**src/rtl/parking_gate_pkg.sv**
```systemverilog
// Shared types and default constants for the parking-gate controller.
package parking_gate_pkg;

  typedef enum logic [2:0] {
    IDLE   = 3'd0,
    VERIFY = 3'd1,
    OPEN   = 3'd2,
    BLOCK  = 3'd3,
    LOCK   = 3'd4
  } state_t;

  localparam int DEF_PIN_W         = 16;
  localparam int DEF_MAX_ATTEMPTS  = 3;
  localparam int DEF_WARN_ATTEMPTS = 2;
  localparam int DEF_LOCK_CYCLES   = 64;

endpackage

```
**src/rtl/parking_lock_timer.sv**
```systemverilog
// Lockout down-counter: loaded on LOCK entry, counts while LOCK is held,
// and flags expiry in the last LOCK cycle so LOCK lasts exactly LOCK_CYCLES cycles.
module parking_lock_timer
  import parking_gate_pkg::*;
#(
  parameter int LOCK_CYCLES = DEF_LOCK_CYCLES
) (
  input  logic clk,
  input  logic rst,
  input  logic load,
  input  logic run,
  output logic expired
);

  localparam int CW = (LOCK_CYCLES > 1) ? $clog2(LOCK_CYCLES) : 1;

  logic [CW-1:0] cnt;

  always_ff @(posedge clk or posedge rst) begin
    if (rst) begin
      cnt <= '0;
    end else if (load) begin
      cnt <= CW'(LOCK_CYCLES - 1);
    end else if (run && (cnt != '0)) begin
      cnt <= cnt - CW'(1);
    end
  end

  assign expired = run && (cnt == '0);

endmodule

```
**src/rtl/parking_gate_ctrl.sv**
```systemverilog
// Parking-gate controller: PIN check, open/close, failed-try warning/lockout, tailgate block.
// Define PARKING_LOCK_TIMEOUT_EN to make LOCK time out after LOCK_CYCLES; otherwise only rst leaves LOCK.
module parking_gate_ctrl
  import parking_gate_pkg::*;
#(
  parameter int PIN_W         = DEF_PIN_W,
  parameter int MAX_ATTEMPTS  = DEF_MAX_ATTEMPTS,
  parameter int WARN_ATTEMPTS = DEF_WARN_ATTEMPTS,
  parameter int LOCK_CYCLES   = DEF_LOCK_CYCLES,
  parameter int ATT_W         = $clog2(MAX_ATTEMPTS + 1)
) (
  input  logic             clk,
  input  logic             rst,
  input  logic             s01,
  input  logic             s02,
  // pin_valid is a one-cycle strobe with no backpressure: pass is taken on the
  // edge where pin_valid is high, and only VERIFY and BLOCK look at it.
  input  logic             pin_valid,
  input  logic [PIN_W-1:0] pass,
  input  logic [PIN_W-1:0] rghtpss,
  output logic             gate,
  output logic             wrong_pin_alarm,
  output logic             lock_alarm,
  output logic             block_alarm,
  output logic [ATT_W-1:0] attempts,
  output state_t           state_dbg
);

  localparam logic [ATT_W-1:0] WARN_L = ATT_W'(WARN_ATTEMPTS);
  localparam logic [ATT_W-1:0] MAX_L  = ATT_W'(MAX_ATTEMPTS);

  if (MAX_ATTEMPTS < 1 || WARN_ATTEMPTS > MAX_ATTEMPTS || LOCK_CYCLES < 1) begin : g_bad_cfg
    $error("parking_gate_ctrl: invalid attempt/lock parameters");
  end

  state_t           state, state_n;
  logic [ATT_W-1:0] att_n, att_inc;
  logic             warn_n;
  logic             match;
  logic             lock_done;

  assign match     = (pass == rghtpss);
  assign att_inc   = attempts + ATT_W'(1);
  assign state_dbg = state;

`ifdef PARKING_LOCK_TIMEOUT_EN
  logic lock_load;

  assign lock_load = (state_n == LOCK) && (state != LOCK);

  parking_lock_timer #(
    .LOCK_CYCLES(LOCK_CYCLES)
  ) u_lock_timer (
    .clk    (clk),
    .rst    (rst),
    .load   (lock_load),
    .run    (state == LOCK),
    .expired(lock_done)
  );
`else
  assign lock_done = 1'b0;
`endif

  always_comb begin
    state_n = state;
    att_n   = attempts;
    warn_n  = wrong_pin_alarm;
    case (state)
      IDLE: begin
        if (s01) begin
          state_n = VERIFY;
          att_n   = '0;
        end
      end
      VERIFY: begin
        if (pin_valid) begin
          if (match) begin
            state_n = OPEN;
            att_n   = '0;
            warn_n  = 1'b0;
          end else begin
            att_n = att_inc;
            if (att_inc >= WARN_L) warn_n = 1'b1;
            // att_inc never exceeds MAX_L: VERIFY is only reached below MAX.
            if (att_inc == MAX_L) begin
              state_n = LOCK;
              warn_n  = 1'b1;
            end
          end
        end
      end
      OPEN: begin
        // Tailgating outranks the normal close.
        if (s01 && s02) state_n = BLOCK;
        else if (s02)   state_n = IDLE;
      end
      BLOCK: begin
        if (pin_valid && match) state_n = IDLE;
      end
      LOCK: begin
        if (lock_done) begin
          state_n = IDLE;
          att_n   = '0;
          warn_n  = 1'b0;
        end
      end
      default: begin
        state_n = IDLE;
        att_n   = '0;
        warn_n  = 1'b0;
      end
    endcase
  end

  // Outputs are registered from the next state so they line up with the state register.
  always_ff @(posedge clk or posedge rst) begin
    if (rst) begin
      state           <= IDLE;
      attempts        <= '0;
      wrong_pin_alarm <= 1'b0;
      gate            <= 1'b0;
      lock_alarm      <= 1'b0;
      block_alarm     <= 1'b0;
    end else begin
      state           <= state_n;
      attempts        <= att_n;
      wrong_pin_alarm <= warn_n;
      gate            <= (state_n == OPEN);
      lock_alarm      <= (state_n == LOCK);
      block_alarm     <= (state_n == BLOCK);
    end
  end

endmodule
```
**config.mk**
```make
export PLATFORM = sky130hd
export DESIGN_NAME = parking_gate_ctrl
export DESIGN_NICKNAME = d
export VERILOG_FILES = /design/src/rtl/parking_gate_pkg.sv /design/src/rtl/parking_lock_timer.sv /design/src/rtl/parking_gate_ctrl.sv
export SDC_FILE = /design/constraint.sdc
export NUM_CORES = 1
export LEC_CHECK = 0
export ABC_AREA = 1
export CORE_MARGIN = 2
export CORE_UTILIZATION = 39
export CTS_CLUSTER_SIZE = 28
export DETAILED_ROUTE_END_ITERATION = 7
export PLACE_DENSITY_LB_ADDON = 0.1
export SLEW_MARGIN = 20
export SYNTH_ARGS = -nofsm -noshare
export SYNTH_HDL_FRONTEND = slang
export SYNTH_SLANG_ARGS = --single-unit
```
**constraint.sdc**
```tcl
create_clock -name clk -period 2.3 [get_ports clk]
set_input_delay 0.46 -clock clk [delete_from_list [all_inputs] [get_ports clk]]
set_output_delay 0.46 -clock clk [all_outputs]
set_load 0.02 [all_outputs]
```
After elaboration in Yosys (flattened, before gate mapping)
Index checks and enable logic that the tools add are counted.
{ "word_totals": {"regBits": 9, "latchBits": 0, "ram_bits": 0, "romBits": 0, "input_bits": 37, "output_inout_bits": 9, "memories": 0} }
{ "op_classes": {"add_sub_neg": 1, "n_mul": 0, "div": 0, "order_cmp": 1, "eq_ne": 12, "n_shift": 0, "muxes": 17, "n_bitwise": 2, "reduce_logical": 7} }
{ "op_table": {"columns": ["op", "count"], "rows": [
  ["two-way mux 3 bit", 7],
  ["equality test 16 bit", 1],
  ["case mux 3 bit (5 select lines)", 1],
  ["equality test 3 x 2 -> 1 bit, second input constant", 4],
  ["equality test 3 bit, second input constant", 2],
  ["two-way mux 2 bit", 3],
  ["case mux 2 bit (3 select lines)", 1],
  ["AND reduction 3 bit", 2],
  ["two-way mux 1 bit", 4],
  ["inequality test 2 bit, second input constant", 2],
  ["inequality test 4 bit, second input constant", 1],
  ["OR reduction 4 bit", 1],
  ["equality test 3 x 1 -> 1 bit, second input constant", 1],
  ["zero test 3 bit", 1],
  ["OR reduction 3 bit", 1],
  ["adder 2 x 1 -> 2 bit, second input constant", 1],
  ["equality test 2 bit, second input constant", 1],
  [">= comparator 2 bit, second input constant", 1],
  ["logical AND 1 bit", 2],
  ["NOT 1 bit", 2],
  ["case mux 1 bit (2 select lines)", 1]
]} }

Logic depth before layout (Yosys ltp)
Gate-level depths: netlist (run 1).
{ "logic_depth": {"ltp_word": 7, "depth_mapped": 12, "mapped_depth_nobuf": 12} }

Worst setup path before layout (run 1)
No wires, ideal clock.
{ "synth_path": {"path_type": "flip-flop to flip-flop", "startpoint": "register attempts[0]", "endpoint": "register gate", "setup_ns": 0.113, "arrival_time_ns": 1.203, "required_time_ns": 2.187, "setup_slack_ns": 0.984, "stages_incl_launch_ff": 11, "synth_period_minus_slack_ns": 1.316, "cell_sequence": "dfrtp_1 -> inv_1 -> ha_1 -> nand2_1 -> nand2_1 -> o21ai_1 -> nand2_1 -> nand2_2 -> clkinv_1 -> nand2_1 -> inv_1"} }
{ "synth_between": {"elab_chain_cells": 7} }
{ "synth_rtl": {"columns": ["item", "line_no", "rtl"], "rows": [
  ["start: declaration", "parking_gate_ctrl.sv:25", "output logic [ATT_W-1:0] attempts,"],
  ["start signal: assignment", "parking_gate_ctrl.sv:126", "attempts <= att_n;"],
  ["adder 2 x 1 -> 2 bit", "parking_gate_ctrl.sv:43", "assign att_inc = attempts + ATT_W'(1);"],
  ["equality test 2 bit", "parking_gate_ctrl.sv:85", "if (att_inc == MAX_L) begin"],
  ["two-way mux 3 bit", "parking_gate_ctrl.sv:85", null],
  ["two-way mux 3 bit", "parking_gate_ctrl.sv:77", "if (match) begin"],
  ["two-way mux 3 bit", "parking_gate_ctrl.sv:76", "if (pin_valid) begin"],
  ["case mux 3 bit (5 select lines)", "parking_gate_ctrl.sv:68", "case (state)"],
  ["via state_n[0]", "parking_gate_ctrl.sv:36", "state_t state, state_n;"],
  ["equality test 3 x 2 -> 1 bit", "parking_gate_ctrl.sv:128", "gate <= (state_n == OPEN);"],
  ["end signal: assignment", "parking_gate_ctrl.sv:128", null],
  ["end: declaration", "parking_gate_ctrl.sv:21", "output logic gate,"]
]} }
The timed path passes the listed nets, and every way through them passes these cells.
A chain may end at the register's enable or synchronous reset.

Worst setup path after layout (run 1)
{ "layout_path": {"startpoint": "register state[2] (netlist: state_dbg[2])", "endpoint": "output state_dbg[2]"} }
{ "layout_lines": {"columns": ["item", "line_no", "rtl"], "rows": [
  ["start: declaration", "parking_gate_ctrl.sv:36", null],
  ["start signal: assignment", "parking_gate_ctrl.sv:125", "state <= state_n;"],
  ["end: declaration", "parking_gate_ctrl.sv:26", "output state_t state_dbg"]
]} }
No word-level cell between the ends.

==> results.md, run 1 <==
- PwrDens: 629 mW/mm^2
- Post-synthesis mux area share: 0%
- Leakage: 0.695 nW
- # IOs: 46
- Multi-input gate area: 422 um^2
- DRT Pass-1 Iters: 4
- Worst Setup Start Kind: register
- Post-CTS setup buffers: 0
- Root Driver: clkbuf_4
- Final nets: 218
- GRT Overall Usage: 15.8%
- Die H: 48.3 um
- Crit. End Element: output port
- FP Rows: 16
- CP required: 1840 ps
- Synthesis Warnings: 0
- Share of cells above drive strength 1: 5.03%
- ANT cells: 0
- R2R Path End: gate$_DFF_PP0_
- Area Growth Syn to Fin: 66.6%
- Worst slew margin: 79.0%
- Most Crowded Layer GR: met2
- Cell family with most CP delay: buffers and inverters
- First-pass GRT wire length: 3020 um
- TNS Setup: 0 ps
- Complex-gate fraction of the synthesized area: 7.67%
- Commonest non-fill, non-tap cells in the layout: clkdlybuf4s50_1 (45), nand2_1 (41), inv_1 (31)
- MaxCap Viol Count: 0
- Max Fanout on Critical Path: 4
- Remaining antenna violation count: 0
- DPL Wire Length: 1510 um
- Slowest stage delay, CP: 630 ps
- Min Clock Period, post-route: 1750 ps
- Setup violators final: 0
- Post-Synthesis Cells: 130
- Mapped Nets: 168
- Seq/Total Area, Yosys: 29.4%
- Initial DRC count: 13
- Via density: 4.29
- Vias in the first global route: 866
- CTS Buffer Depth: 2
- CP Buf/Inv Count: 1
- Clock buffer count from CTS: 3
- Total Power: 0.804 mW
- PostCTS Resize Cnt: 0
- Core ar.: 0.00190 mm^2
- Post-Synth XOR/XNOR Area: 4.57%
- Combinational family with the most area after synthesis: simple AND/OR/NAND/NOR gates
- Flop-to-flop setup slack: 1000 ps
- Crit Path Class: register to output port
- Met1 Use GR: 16.6%
- CTS Hold Bufs: 0
- Stages on worst setup path: 1
- Die area: 0.00234 mm^2
- Via count: 883
- M3 GR Usage: 2.16%
- Unique masters post-synth: 20
- Max Freq: 573 MHz
- Total gr overflow: 0
- Pins Over Slew Limit: 0
- Most common cell after layout, fill and taps aside: clkdlybuf4s50_1
- Worst-Margin Slew: 314 ps
- DRC violations left: 0
- Clk_lat worst skew: 260 ps
- Worst VDD drop: 0.364 mV
- Fill count: 176
- Worst Reg-to-Reg Cells: 8
- PortBufs: 45
- Final wirelength: 1640 um
- Crit-path slowest cell: clkdlybuf4s50_1
- Final GP Congestion: 0.838
- Routed len/inst: 7.95 um
- Mean area per synthesized cell: 5.90 um^2
- CTS tree: built
- Synth Register Bits: 9
- Die Wd: 48.3 um
- Starting Density: 40.3%
- Mapped cell area: 767 um^2
- Setup Skew: 2.64 ps
- Post-Synth Simple-Gate Area: 41.1%
- Reg area: 225 um^2
- Clock transition at path regs: 60 ps
- H-tree level count: 1
- Grt met2 use: 30.1%
- Final hold violation count: 0
- Final clock period utilization by the worst path: 75.9%
- Worst-path cell chain: clkdlybuf4s50_1
- Clk sink count: 9
- Origin of the critical flop-to-flop path: state_dbg[2]$_DFF_PP0_
- Antenna violations before repair: 0
- Hold WC Path Type: primary input to asynchronous set/reset pin
- Post-Synth Adder-Cell Area: 1.63%
- Largest net degree at the start of global routing: 10
- Outcome: finished, final reports clean
- Unrepaired setup endpoints after global routing: no
- Worst Path Arrival: 1290 ps
where the power goes:
group,internal (mW),switching (mW)
registers,0.202,0.0244
clock network,0.0666,0.0519
logic,0.212,0.246
cell usage after synthesis:
master,n,area [um^2]
a21oi_1,1,5.00
ha_1,1,12.5
nand4_1,2,12.5
dfrtp_1,9,225
inv_1,31,116
nor2_1,24,90.1
nor2_4,1,11.3
a22oi_1,1,7.51
nand2_1,41,154
xor2_1,4,35.0
nand3_1,1,5.00
o22ai_1,2,12.5
nor3_2,1,10.0
o21ai_1,1,5.00
o2111ai_1,1,8.76
nor2_2,1,6.26
clkinv_1,1,3.75
nand3_2,2,20.0
nand2_2,1,6.26
o21ai_0,4,20.0
flip-flops by register name (all words and copies together), names as in the netlist:
signal           flops
attempts             2
block_alarm          1
gate                 1
lock_alarm           1
state_dbg            3
wrong_pin_alarm      1
through the flow:
step	worst slack, ps	hold WS [ps]	cells	utilization [%]	area, um^2
after CTS	547	470	206	67.2	1280
after floorplan	984	288	130	-	767
after global placement	461	529	202	65.8	1250
final	553	453	206	67.2	1280
after global routing	506	499	206	67.2	1280
after detailed placement	425	545	202	65.8	1250
worst max-delay path by stage:
stage,from,slack (ps),end
floorplan,attempts[0]$_DFFE_PP0P_,980,gate$_DFF_PP0_
global placement,rghtpss[4],460,gate$_DFF_PP0_
detailed placement,pass[2],430,block_alarm$_DFF_PP0_
CTS,state_dbg[2]$_DFF_PP0_,550,state_dbg[2]
global route,state_dbg[2]$_DFF_PP0_,510,state_dbg[2]
finish,state_dbg[2]$_DFF_PP0_,550,state_dbg[2]
final cells by class:
type,count,share of cell area (%)
flip-flops and latches,9,17.6
inverters,32,9.40
repair buffers,45,35.3
well taps,27,2.64
clock buffers,4,2.06
multi-input cells,89,33.0
worst register-to-register path, delay by kind of cell (launching register included):
family,cells,cell delay [ps]
simple gates,5,600
compound gates,1,90
buf+inv,2,100
flops,1,420
logic make-up (layout without fill, tap and decap cells):
family | after synthesis | in the layout
simple gates | 74 | 74
flops | 9 | 9
xor+xnor | 4 | 4
compound gates | 10 | 10
buf+inv | 32 | 81
fa+ha+maj | 1 | 1
routing by layer:
metal	vias up	part of all wire, %
li1	489	-
met5	-	0
met1	358	40
met2	33	52
met4	0	1.3
met3	3	7.0
Note: power is estimated with default switching activity, not from simulation.
==> run 2: changes to the inputs <==
--- a/config.mk
+++ b/config.mk
@@ -7,7 +7,7 @@
 export LEC_CHECK = 0
 export ABC_AREA = 1
 export CORE_MARGIN = 2
-export CORE_UTILIZATION = 39
+export CORE_UTILIZATION = 33
 export CTS_CLUSTER_SIZE = 28
 export DETAILED_ROUTE_END_ITERATION = 7
 export PLACE_DENSITY_LB_ADDON = 0.1
==> constraint.sdc (replaced) <==
create_clock -name clk -period 1.5 [get_ports clk]
set_input_delay 0.3 -clock clk [delete_from_list [all_inputs] [get_ports clk]]
set_output_delay 0.3 -clock clk [all_outputs]
set_load 0.02 [all_outputs]
==> run 2 against run 1 <==
  * Clock skew is essentially flat
  * Largest cell class unchanged
  * Worst setup slack lost 440 ps
  * Register-to-register slack lost 760 ps
  * Critical path type is now primary input to register
  * Largest power group unchanged
==> results.md, run 2 (synthesis gave the netlist of run 1 again) <==
- Worst-path cell chain: clkdlybuf4s50_1, xor2_1, nor2_1, nand2_2, nor2_4, nand3_2, nand2_2, nand3_2, nand2_1, inv_1
- Clock transition at path regs: 60 ps
- Remaining antenna violation count: 0
- Cell family with most CP delay: simple AND/OR/NAND/NOR gates
- Die H: 52.2 um
- PortBufs: 45
- GRT Overall Usage: 15.4%
- Worst Reg-to-Reg Cells: 10
- Initial DRC count: 9
- Via density: 4.39
- Worst VDD drop: 0.755 mV
- CTS Hold Bufs: 0
- Largest net degree at the start of global routing: 10
- DRC violations left: 0
- Worst Path Arrival: 1540 ps
- Root Driver: clkbuf_4
- Worst slew margin: 76.1%
- Area Growth Syn to Fin: 80.1%
- ANT cells: 0
- Worst-Margin Slew: 358 ps
- Final core occ: 62.4%
- MaxCap Viol Count: 0
- Setup violators final: 0
- Final wirelength: 1820 um
- Flop-to-flop setup slack: 240 ps
- Stages on worst setup path: 10
- Final hold violation count: 0
- First-pass GRT wire length: 3210 um
- CP required: 1650 ps
- Final clock period utilization by the worst path: 92.4%
- Via count: 927
- Crit-path slowest cell: clkdlybuf4s50_1
- CP Buf/Inv Count: 2
- CTS tree: built
- Post-CTS setup buffers: 0
- Outcome: finished, final reports clean
- Share of cells above drive strength 1: 8.74%
- Dpl cells: 207
- Final nets: 222
- Slowest stage delay, CP: 410 ps
- Max FFs per register: 3
- H-tree level count: 1
- Max Freq: 722 MHz
- PwrDens: 895 mW/mm^2
- Die Wd: 52.2 um
- Leakage: 1.01 nW
- DPL Wire Length: 1540 um
- Hold WC Path Type: primary input to asynchronous set/reset pin
- # IOs: 46
- Final GP Congestion: 0.821
- Commonest non-fill, non-tap cells in the layout: nand2_1 (39), inv_1 (31), dlymetal6s2s_1 (27)
- Routed len/inst: 8.63 um
- Clk sink count: 9
- Most common cell after layout, fill and taps aside: nand2_1
- Die area: 0.00273 mm^2
- DRT Pass-1 Iters: 4
- CTS Buffer Depth: 2
- FP Rows: 17
- Clock buffer count from CTS: 3
- Hold slack final: 304 ps
- Unrepaired setup endpoints after global routing: no
- Antenna violations before repair: 0
- Crit Path Class: primary input to register
- Starting Density: 34.7%
- Worst Setup Start Kind: primary input
- Core ar.: 0.00221 mm^2
- Setup Skew: 2.90 ps
- Min Clock Period, post-route: 1390 ps
- Post-route insts no fill: 211
- Max Fanout on Critical Path: 3
- Total gr overflow: 0
- Vias in the first global route: 905
- Pins Over Slew Limit: 0
- Crit. End Element: register
- Clk_lat worst skew: 260 ps
## run 2: final timing paths
check	start	endpoint
min reg2reg	wrong_pin_alarm$_DFFE_PP0P_	wrong_pin_alarm$_DFFE_PP0P_
min	rst	lock_alarm$_DFF_PP0_
min in group clk	wrong_pin_alarm$_DFFE_PP0P_	wrong_pin_alarm$_DFFE_PP0P_
max in group asynchronous	rst	state_dbg[0]$_DFF_PP0_
max reg2reg	attempts[0]$_DFFE_PP0P_	gate$_DFF_PP0_
max	rghtpss[13]	block_alarm$_DFF_PP0_
## run 2: where the power goes
part | switching [mW] | internal, mW | total, mW
combinational | 0.389 | 0.318 | 0.707
sequential | 0.0366 | 0.310 | 0.346
clock | 0.0807 | 0.102 | 0.183
total | 0.506 | 0.730 | 1.24
## run 2: repair_timing
action | CTS | global route
endpoints found under the hold margin | 0 | 0
gates resized for setup | 6 | 31
gates cloned | 0 | 0
endpoints found under the setup margin | 6 | 11
pin swaps | 0 | 17
## run 2: area by class of cell
class	instances	area, um^2
Fill cell	221	831
Timing Repair Buffer	49	541
Multi-Input combinational cell	89	434
Sequential cell	9	225
Inverter	32	120
Tap cell	28	35.0
Clock buffer	4	26.3
## run 2: layer usage
metal	routed length, um	GRT usage (%)
met4	14	2.56
met2	1020	33.8
met1	681	13.4
met5	0	0
met3	104	4.29
## run 2: metrics by stage
stage	power, mW	setup TNS, ps	setup WS [ps]	area, um^2
2_1_floorplan	0.759	0	184	767
3_3_place_gp	1.09	-1230	-168	1280
3_5_place_dp	1.11	-1660	-226	1280
4_1_cts	1.26	0	7.84	1300
5_1_grt	1.36	0	9.17	1380
6_report	1.24	0	114	1380
